### src/rtl/seg_execute_muldiv_pkg.sv
// rtl/seg_execute_muldiv_pkg.sv - shared op codes and FSM encodings for the EX-stage mul/div unit
package seg_execute_muldiv_pkg;

    // Op codes are shared with the control unit's decode of MULT/DIV/MT*.
    localparam logic [2:0] MD_MULT  = 3'b000;
    localparam logic [2:0] MD_MULTU = 3'b001;
    localparam logic [2:0] MD_DIV   = 3'b010;
    localparam logic [2:0] MD_DIVU  = 3'b011;
    localparam logic [2:0] MD_MTHI  = 3'b100;
    localparam logic [2:0] MD_MTLO  = 3'b101;

    typedef enum logic [1:0] {
        ST_IDLE = 2'b00,
        ST_CALC = 2'b01,
        ST_FIX  = 2'b10
    } md_state_e;

    function automatic logic md_is_signed(input logic [2:0] op);
        return (op == MD_MULT) || (op == MD_DIV);
    endfunction

endpackage

### src/rtl/seg_execute_muldiv_abs.sv
// rtl/seg_execute_muldiv_abs.sv - conditional two's-complement negate
module seg_execute_muldiv_abs #(
    parameter int unsigned NB = 32
) (
    input  logic          i_neg,
    input  logic [NB-1:0] i_data,
    output logic [NB-1:0] o_data
);

    assign o_data = i_neg ? (~i_data + NB'(1)) : i_data;

endmodule

### src/rtl/seg_execute_muldiv.sv
// rtl/seg_execute_muldiv.sv - iterative radix-2 multiply/divide unit holding HI/LO
module seg_execute_muldiv
    import seg_execute_muldiv_pkg::*;
#(
    parameter int unsigned NB_DATA  = 32,
    parameter int unsigned NB_MDOP  = 3,
    parameter int unsigned NB_COUNT = 5
) (
    input  logic               i_clk,
    input  logic               i_reset_n,
    input  logic               i_start,
    input  logic [NB_MDOP-1:0] i_op,
    input  logic [NB_DATA-1:0] i_data_a,
    input  logic [NB_DATA-1:0] i_data_b,
    input  logic               i_flush,
    output logic               o_busy,
    output logic               o_done,
    output logic [NB_DATA-1:0] o_hi,
    output logic [NB_DATA-1:0] o_lo
);

    md_state_e             state_q, state_d;
    logic [NB_COUNT-1:0]   cnt_q, cnt_d;
    logic [NB_DATA-1:0]    acc_q, acc_d;
    logic [NB_DATA-1:0]    work_q, work_d;
    logic [NB_DATA-1:0]    m_q, m_d;
    logic [NB_DATA-1:0]    a_raw_q, a_raw_d;
    logic                  is_div_q, is_div_d;
    logic                  neg_res_q, neg_res_d;
    logic                  neg_rem_q, neg_rem_d;
    logic                  div0_q, div0_d;
    logic [NB_DATA-1:0]    hi_q, hi_d;
    logic [NB_DATA-1:0]    lo_q, lo_d;
    logic                  done_q, done_d;

    logic                  op_md, op_div, op_signed, neg_a, neg_b;
    logic [NB_DATA-1:0]    a_mag, b_mag;
    logic [NB_DATA:0]      mul_sum, div_shift;
    logic                  div_ge;
    logic [2*NB_DATA-1:0]  prod_fix;
    logic [NB_DATA-1:0]    quo_fix, rem_fix;

    assign op_md     = (i_op == NB_MDOP'(MD_MULT)) || (i_op == NB_MDOP'(MD_MULTU)) ||
                       (i_op == NB_MDOP'(MD_DIV))  || (i_op == NB_MDOP'(MD_DIVU));
    assign op_div    = (i_op == NB_MDOP'(MD_DIV))  || (i_op == NB_MDOP'(MD_DIVU));
    assign op_signed = (i_op == NB_MDOP'(MD_MULT)) || (i_op == NB_MDOP'(MD_DIV));
    assign neg_a     = op_signed & i_data_a[NB_DATA-1];
    assign neg_b     = op_signed & i_data_b[NB_DATA-1];

    seg_execute_muldiv_abs #(.NB(NB_DATA)) u_abs_a (
        .i_neg (neg_a), .i_data (i_data_a), .o_data (a_mag)
    );
    seg_execute_muldiv_abs #(.NB(NB_DATA)) u_abs_b (
        .i_neg (neg_b), .i_data (i_data_b), .o_data (b_mag)
    );

    // Multiply keeps the running high half in acc and shifts the multiplier out of work;
    // divide shifts the dividend out of work into acc and the quotient bits back in.
    assign mul_sum   = {1'b0, acc_q} + (work_q[0] ? {1'b0, m_q} : '0);
    assign div_shift = {acc_q, work_q[NB_DATA-1]};
    assign div_ge    = (div_shift >= {1'b0, m_q});

    seg_execute_muldiv_abs #(.NB(2*NB_DATA)) u_abs_prod (
        .i_neg (neg_res_q), .i_data ({acc_q, work_q}), .o_data (prod_fix)
    );
    seg_execute_muldiv_abs #(.NB(NB_DATA)) u_abs_quo (
        .i_neg (neg_res_q), .i_data (work_q), .o_data (quo_fix)
    );
    seg_execute_muldiv_abs #(.NB(NB_DATA)) u_abs_rem (
        .i_neg (neg_rem_q), .i_data (acc_q), .o_data (rem_fix)
    );

    always_comb begin
        state_d   = state_q;
        cnt_d     = cnt_q;
        acc_d     = acc_q;
        work_d    = work_q;
        m_d       = m_q;
        a_raw_d   = a_raw_q;
        is_div_d  = is_div_q;
        neg_res_d = neg_res_q;
        neg_rem_d = neg_rem_q;
        div0_d    = div0_q;
        hi_d      = hi_q;
        lo_d      = lo_q;
        done_d    = 1'b0;

        case (state_q)
            ST_IDLE: begin
                if (i_start) begin
                    if (op_md) begin
                        is_div_d  = op_div;
                        m_d       = op_div ? b_mag : a_mag;
                        work_d    = op_div ? a_mag : b_mag;
                        acc_d     = '0;
                        cnt_d     = NB_COUNT'(NB_DATA - 1);
                        a_raw_d   = i_data_a;
                        neg_res_d = neg_a ^ neg_b;
                        neg_rem_d = neg_a;
                        div0_d    = op_div && (i_data_b == '0);
                        state_d   = ST_CALC;
                    end else if (i_op == NB_MDOP'(MD_MTHI)) begin
                        hi_d = i_data_a;
                    end else if (i_op == NB_MDOP'(MD_MTLO)) begin
                        lo_d = i_data_a;
                    end
                end
            end
            ST_CALC: begin
                if (is_div_q) begin
                    acc_d  = div_ge ? (div_shift[NB_DATA-1:0] - m_q) : div_shift[NB_DATA-1:0];
                    work_d = {work_q[NB_DATA-2:0], div_ge};
                end else begin
                    acc_d  = mul_sum[NB_DATA:1];
                    work_d = {mul_sum[0], work_q[NB_DATA-1:1]};
                end
                if (cnt_q == '0) begin
                    state_d = ST_FIX;
                end else begin
                    cnt_d = cnt_q - NB_COUNT'(1);
                end
            end
            ST_FIX: begin
                if (is_div_q && div0_q) begin
                    lo_d = '1;
                    hi_d = a_raw_q;
                end else if (is_div_q) begin
                    lo_d = quo_fix;
                    hi_d = rem_fix;
                end else begin
                    hi_d = prod_fix[2*NB_DATA-1:NB_DATA];
                    lo_d = prod_fix[NB_DATA-1:0];
                end
                done_d  = 1'b1;
                state_d = ST_IDLE;
            end
            default: state_d = ST_IDLE;
        endcase

        // Flush wins over everything, including an MT* or a result write-back this cycle.
        if (i_flush) begin
            state_d = ST_IDLE;
            hi_d    = hi_q;
            lo_d    = lo_q;
            done_d  = 1'b0;
        end
    end

    always_ff @(posedge i_clk or negedge i_reset_n) begin
        if (!i_reset_n) begin
            state_q   <= ST_IDLE;
            cnt_q     <= '0;
            acc_q     <= '0;
            work_q    <= '0;
            m_q       <= '0;
            a_raw_q   <= '0;
            is_div_q  <= 1'b0;
            neg_res_q <= 1'b0;
            neg_rem_q <= 1'b0;
            div0_q    <= 1'b0;
            hi_q      <= '0;
            lo_q      <= '0;
            done_q    <= 1'b0;
        end else begin
            state_q   <= state_d;
            cnt_q     <= cnt_d;
            acc_q     <= acc_d;
            work_q    <= work_d;
            m_q       <= m_d;
            a_raw_q   <= a_raw_d;
            is_div_q  <= is_div_d;
            neg_res_q <= neg_res_d;
            neg_rem_q <= neg_rem_d;
            div0_q    <= div0_d;
            hi_q      <= hi_d;
            lo_q      <= lo_d;
            done_q    <= done_d;
        end
    end

    assign o_busy = (state_q != ST_IDLE);
    assign o_done = done_q;
    assign o_hi   = hi_q;
    assign o_lo   = lo_q;

endmodule

### config.mk
export PLATFORM = sky130hd
export DESIGN_NAME = seg_execute_muldiv
export DESIGN_NICKNAME = d
export VERILOG_FILES = /design/src/rtl/seg_execute_muldiv_pkg.sv /design/src/rtl/seg_execute_muldiv_abs.sv /design/src/rtl/seg_execute_muldiv.sv
export SDC_FILE = /design/constraint.sdc
export NUM_CORES = 1
export LEC_CHECK = 0
export BUFFER_PORTS_ARGS = -buffer_cell sky130_fd_sc_hd__buf_2
export CORE_ASPECT_RATIO = 1.1
export CORE_UTILIZATION = 32
export DETAILED_ROUTE_END_ITERATION = 10
export PLACE_DENSITY_LB_ADDON = 0.3
export SLEW_MARGIN = 20
export SYNTH_ARGS = -nofsm -noshare
export SYNTH_HDL_FRONTEND = slang
export SYNTH_SLANG_ARGS = --single-unit
### constraint.sdc
create_clock -name i_clk -period 3.2 [get_ports i_clk]
set_input_delay 0.32 -clock i_clk [delete_from_list [all_inputs] [get_ports i_clk]]
set_output_delay 0.32 -clock i_clk [all_outputs]
set_load 0.02 [all_outputs]
# --- After elaboration in Yosys (flattened, before gate mapping) ---
# Index checks and enable logic that the tools add are counted.
classes:
  n_addsub: 8
  magnitude_cmp: 1
  n_eq_ne: 17
  mux: 41
  bitwise: 9
  reduce_logical: 20
op_table:
  columns: ["cell", "count"]
  rows:
  - ["$mux 32", 25]
  - ["$pmux 32 s2", 4]
  - ["$add 32x1->32 const B", 4]
  - ["$not 32->32", 4]
  - ["$add 64x1->64 const B", 1]
  - ["$mux 64", 1]
  - ["$not 64->64", 1]
  - ["$add 32x32->33", 1]
  - ["$ge 33x32->1", 1]
  - ["$logic_not 32->1", 1]
  - ["$sub 32x32->32", 1]
  - ["$mux 5", 3]
  - ["$ne 2x2->1 const B", 7]
  - ["$pmux 5 s2", 1]
  - ["$ne 3x3->1 const B", 3]
  - ["$reduce_and 3->1", 3]
  - ["$mux 2", 4]
  - ["$eq 3x2->1 const B", 2]
  - ["$eq 3x3->1 const B", 2]
  - ["$reduce_and 6->1", 1]
  - ["$reduce_bool 2->1", 3]
  - ["$logic_not 5->1", 1]
  - ["$logic_or 1x1->1", 5]
  - ["$reduce_and 5->1", 1]
  - ["13 further kinds", 16]
totals:
  regBits: 204
  inputBits: 71
  out_inout_bits: 66
  wordCells: 109

# --- Depth between registers and ports, before layout ---
depth:
  word_depth: 8
  depth_mapped: 14
  depth_no_buf: 13

# --- Modules after synthesis ---
# A second synthesis with hierarchy kept.
hier_totals:
  hier_cells: 2471
  area_unflattened_um2: 19289.8
by_module_without_submodules:
  columns: ["module", "instances", "cells_each", "area_each_um2", "seq_area_each_um2"]
  rows:
  - ["seg_execute_muldiv", 1, 1869, 14532.7, 5104.9]
  - ["seg_execute_muldiv_abs at u_abs_a ...", 4, 99, 777.0, 0.0]
  - ["seg_execute_muldiv_abs at u_abs_prod", 1, 206, 1649.1, 0.0]

# --- Worst setup path before layout ---
# OpenSTA, ideal clock, no wires.
synth_timing:
  path_kind: "register to register"
  start: "reg work_q[0]"
  end: "reg hi_q[30] (netlist: o_hi[30])"
  setup_ns: 0.126
  t_arrival_ns: 3.311
  required_ns: 3.074
  slack_ns: -0.237
  path_stages_with_launch: 14
  n_path_buf: 2
  period_less_slack_ns: 3.437
  cell_sequence: "dfrtp_1 inv_1 clkbuf_1 ha_1 or3b_2 or4_1 buf_2 nand4b_4 or4_4 o21ai_2 a21oi_1 xnor2_1 a21oi_1 a221o_1"
synth_via:
  elab_chain_len: 6
synth_rtl:
  columns: ["element", "line_no", "rtl"]
  rows:
  - ["from (decl)", "seg_execute_muldiv.sv:25", "logic [NB_DATA-1:0] work_q, work_d;"]
  - ["from (signal assigned)", "seg_execute_muldiv.sv:168", "work_q <= work_d;"]
  - ["$not 64->64", "seg_execute_muldiv_abs.sv:10", "assign o_data = i_neg ? (~i_data + NB'(1)) : i_data;"]
  - ["$add 64x1->64", "seg_execute_muldiv_abs.sv:10", null]
  - ["$mux 64", "seg_execute_muldiv_abs.sv:10", null]
  - ["$mux 32", "seg_execute_muldiv.sv:127", "end else if (is_div_q) begin"]
  - ["$mux 32", "seg_execute_muldiv.sv:124", "if (is_div_q && div0_q) begin"]
  - ["$pmux 32 s2", "seg_execute_muldiv.sv:88", "case (state_q)"]
  - ["to (signal assigned)", "seg_execute_muldiv.sv:175", "hi_q <= hi_d;"]
  - ["to (decl)", "seg_execute_muldiv.sv:32", "logic [NB_DATA-1:0] hi_q, hi_d;"]
# Every way passes these cells.
# A chain may end at the register's enable or synchronous reset.

# --- Final worst setup path ---
layout_timing:
  start: "reg work_q[0]"
  end: "reg acc_q[24]"
layout_via:
  elab_chain_len: 4
layout_rtl:
  columns: ["element", "line_no", "rtl"]
  rows:
  - ["$mux 32", "seg_execute_muldiv.sv:59", "assign mul_sum = {1'b0, acc_q} + (work_q[0] ? {1'b0, m_q} : '0);"]
  - ["$add 32x32->33", "seg_execute_muldiv.sv:59", null]
  - ["$mux 32", "seg_execute_muldiv.sv:110", "if (is_div_q) begin"]
  - ["$pmux 32 s2", "seg_execute_muldiv.sv:88", null]
  - ["to (signal assigned)", "seg_execute_muldiv.sv:153", "acc_q <= '0;"]
  - ["to (signal assigned)", "seg_execute_muldiv.sv:167", "acc_q <= acc_d;"]
  - ["to (decl)", "seg_execute_muldiv.sv:24", "logic [NB_DATA-1:0] acc_q, acc_d;"]
# Every way passes these cells.

==> metrics <==
most numerous cell in the Yosys netlist=nand2_1; Fmax=a little over 0.3 GHz; layout cells sized above 1=between 20% and 30%; fin worst setup slack=-0.0802 ns; largest cells by area after synthesis=dfrtp_1 30%, o21ai_0 6.0%, nand2_1 6.0%, xnor2_1 5.5%, nor2_1 5.4%; Site Rows=87; Yosys warnings=0; flop2flop setup slack=-0.08 ns; clk_lat worst skew=roughly 0.58 ns; Seq/Total Area, Yosys=a little under a third; GPL Wtd Cong=~0.94; initial antenna violation count=5; cell family with most CP delay=compound AO/OA/AOI/OAI gates; post-route ant nets=0; MaxCap Viol Count=0; Lkg Pwr=~10 nW; initial DRC count=about 1600; RSZ-0062 raised after global routing=yes; WL per Instance=22.6 um; 1st-pass router iterations=10; port bufs=~140; number of synthesized flops with an enable pin=0; crit start category=flop; violated checks=design-rule violations, negative setup slack; Area Overhead vs Synth=30.1%; htree depth=1; detail-routed via count per cell=5.71; cell count after synthesis=2176; post-DP HPWL=55.3 mm; Seq cells post-synth=204; CTS tree=yes; Post-route DRC=2; syn_nets=~2300; die area=about 54000 sq um; first-pass GRT wire length=between 100 and 150 mm; Final Cycle Share=103%; Syn Std Cell Area=around 17000 sq um; clock sink total=a little over 200; Hold Path Origin=i_data_a[1]; Crit-path slowest cell=a211oi_4; Reg2Reg Depth=18; R2R Path Start=work_q[0]$_DFFE_PN0P_; worst min path class=primary input to flop; GRT overflow=0; hold_ws=roughly 0.074 ns; top-area cell type share of the netlist area=a little over 30%; Top FF cell, synth=dfrtp_1; biggest area consumer among synthesized cells=dfrtp_1; distinct cell type count after synthesis=about 80; CP bufs+invs=7; Crit Path Category=flop to flop; Ports=between 100 and 150; Fin Setup TNS=-0.256 ns; worst-path cell chain=inv_2 -> buf_12 -> buf_4 -> buf_4 -> nor2_4 -> ha_4 -> buf_6 -> a21o_1 -> a211oi_4 -> nand2_2 -> o21ai_2 -> buf_4 -> a21oi_4 -> a31oi_4 -> buf_6 -> xnor2_1 -> a22oi_1 -> nand2_1; vias=approximately 18000; CP max FO=6; WL final=71.8 mm; core area=between 50000 and 60000 sq um; Power per Cell Area=roughly 840 nW/um^2; post-synthesis average cell area=7.74 sq um; fraction of registers with async set/reset=100%; Slew Limit Fails=0; Reg clk slew, reported paths=0.06 ns; fin nets=roughly 2600; CP arrival=between 3 and 4 ns; initial core utilization=between 30% and 40%; min Tclk post-route=~3.3 ns; R2R Path End=acc_q[24]$_DFFE_PN0P_; CTS Root Cell=clkbuf_16; Die H=243 um; Worst EP required=approximately 3.7 ns; CTS buffer count=27; all-layer global routing usage=25.9%; Worst Skew=0.0272 ns; peak per-stage delay on the critical path=between 0.3 and 0.4 ns; VDD IR max=roughly 0.47 mV; vias in the first global route=around 17000; endpoint class of the critical path=flop; Clock Path Buffers=3; Min-Delay Endpoint=o_hi[1]$_DFFE_PN0P_; Slew @ Worst Pin=1.06 ns; final hold vios=0; largest net degree at the start of global routing=a little under 100; Slew headroom=between 20 and 30%; CP dominant cell by count=buf_4; # setup viols final=6; # diodes=0; die width=roughly 220 um; synth cell count leaders=268 x nand2_1, 244 x nor2_1, 204 x dfrtp_1; Hold Path Stages=3; status=complete, but fails checks
## area by class of cell
cell class              count  area [sq um]
clock inverters             5          65.1
flip-flops and latches    204          5110
repair buffers            433          3130
fillers                  5234         29700
well taps                 667           835
multi-input cells        1750         11700
clock buffers              40           764
inverters                  78           293
## registers in the layout, summed over array words and instances (netlist names), 2 cells and up
signal,cells
state_q,2
o_hi,32
a_raw_q,32
acc_q,32
m_q,32
work_q,32
o_lo,32
cnt_q,5
## tightest hold or removal path, cell delays in order
cell	delay [ns]
buf_2	0.15
nand3_1	0.07
nand3_1	0.07
## report_power, final
part | switching, W | internal, W | total (W)
combinational | 0.00663 | 0.00496 | 0.0116
clock | 0.00124 | 0.00172 | 0.00296
sequential | 0.000643 | 0.00330 | 0.00395
## cell usage in the layout, fill, tap and decap left out, types with 20 or more instances in the layout
cell	n
buf_4	272
nand2_1	263
nor2_1	239
dfrtp_1	199
o21ai_0	178
a21oi_1	148
buf_2	135
xnor2_1	105
inv_1	70
xor2_1	60
ha_1	59
mux2i_1	57
nor3_1	47
a21o_1	40
a31oi_1	33
o22ai_1	30
clkbuf_16	30
mux2_2	29
nand3_1	26
o31ai_1	20
nand2b_1	20
## logic make-up after synthesis
logic type	after synthesis	share of synthesized area, %
adder cells (fa/ha/maj)	72	5.44
buffers and inverters	222	4.98
AND/OR/NAND/NOR	757	20.5
AO/OA/AOI/OAI	666	24.7
XOR/XNOR	168	8.74
multiplexers	87	5.39
flip-flops	204	30.3
## through the flow
step / instances / setup WS [ns] / total power [W] / utilization, % / cell area, sq um
CTS: 3146 / -0.0481 / 0.0173 / 40.5 / 20900
finish: 3177 / -0.0802 / 0.0185 / 42.5 / 21900
floorplan: 2176 / -0.0376 / 0.00995 / - / 16900
detailed placement: 3095 / -0.190 / 0.0141 / 38.6 / 19900
global route: 3177 / -0.218 / 0.0196 / 42.5 / 21900
global placement: 3095 / -0.181 / 0.0141 / 38.6 / 19900
## what timing repair did
| action | 4_1_cts | 5_1_grt |
|---|---|---|
| pin swaps | 5 | 63 |
| hold endpoints to repair | 85 | 0 |
| gates resized for setup | 28 | 154 |
| hold buffers | 2 | 0 |
| endpoints found under the setup margin | 40 | 54 |
| buffers inserted | 4 | 27 |
| gates cloned | 0 | 4 |
## per-layer routing
metal	vias to the layer above	track usage, %	routed length [um]
li1	8472	-	-
met1	8856	33.7	29900
met2	640	42.0	33600
met3	165	3.96	4610
met4	6	11.4	3550
met5	-	0	47
## worst max path at each step
| stage | start | end | cells past startpoint |
|---|---|---|---|
| 6_report | work_q[0]$_DFFE_PN0P_ | acc_q[24]$_DFFE_PN0P_ | 18 |
| 3_3_place_gp | work_q[0]$_DFFE_PN0P_ | o_hi[31]$_DFFE_PN0P_ | 11 |
| 5_1_grt | work_q[0]$_DFFE_PN0P_ | acc_q[24]$_DFFE_PN0P_ | 18 |
| 4_1_cts | work_q[0]$_DFFE_PN0P_ | o_hi[30]$_DFFE_PN0P_ | 12 |
| 2_1_floorplan | work_q[0]$_DFFE_PN0P_ | o_hi[30]$_DFFE_PN0P_ | 13 |
| 3_5_place_dp | work_q[0]$_DFFE_PN0P_ | o_hi[31]$_DFFE_PN0P_ | 11 |
Note: power is estimated with default switching activity, not from simulation.
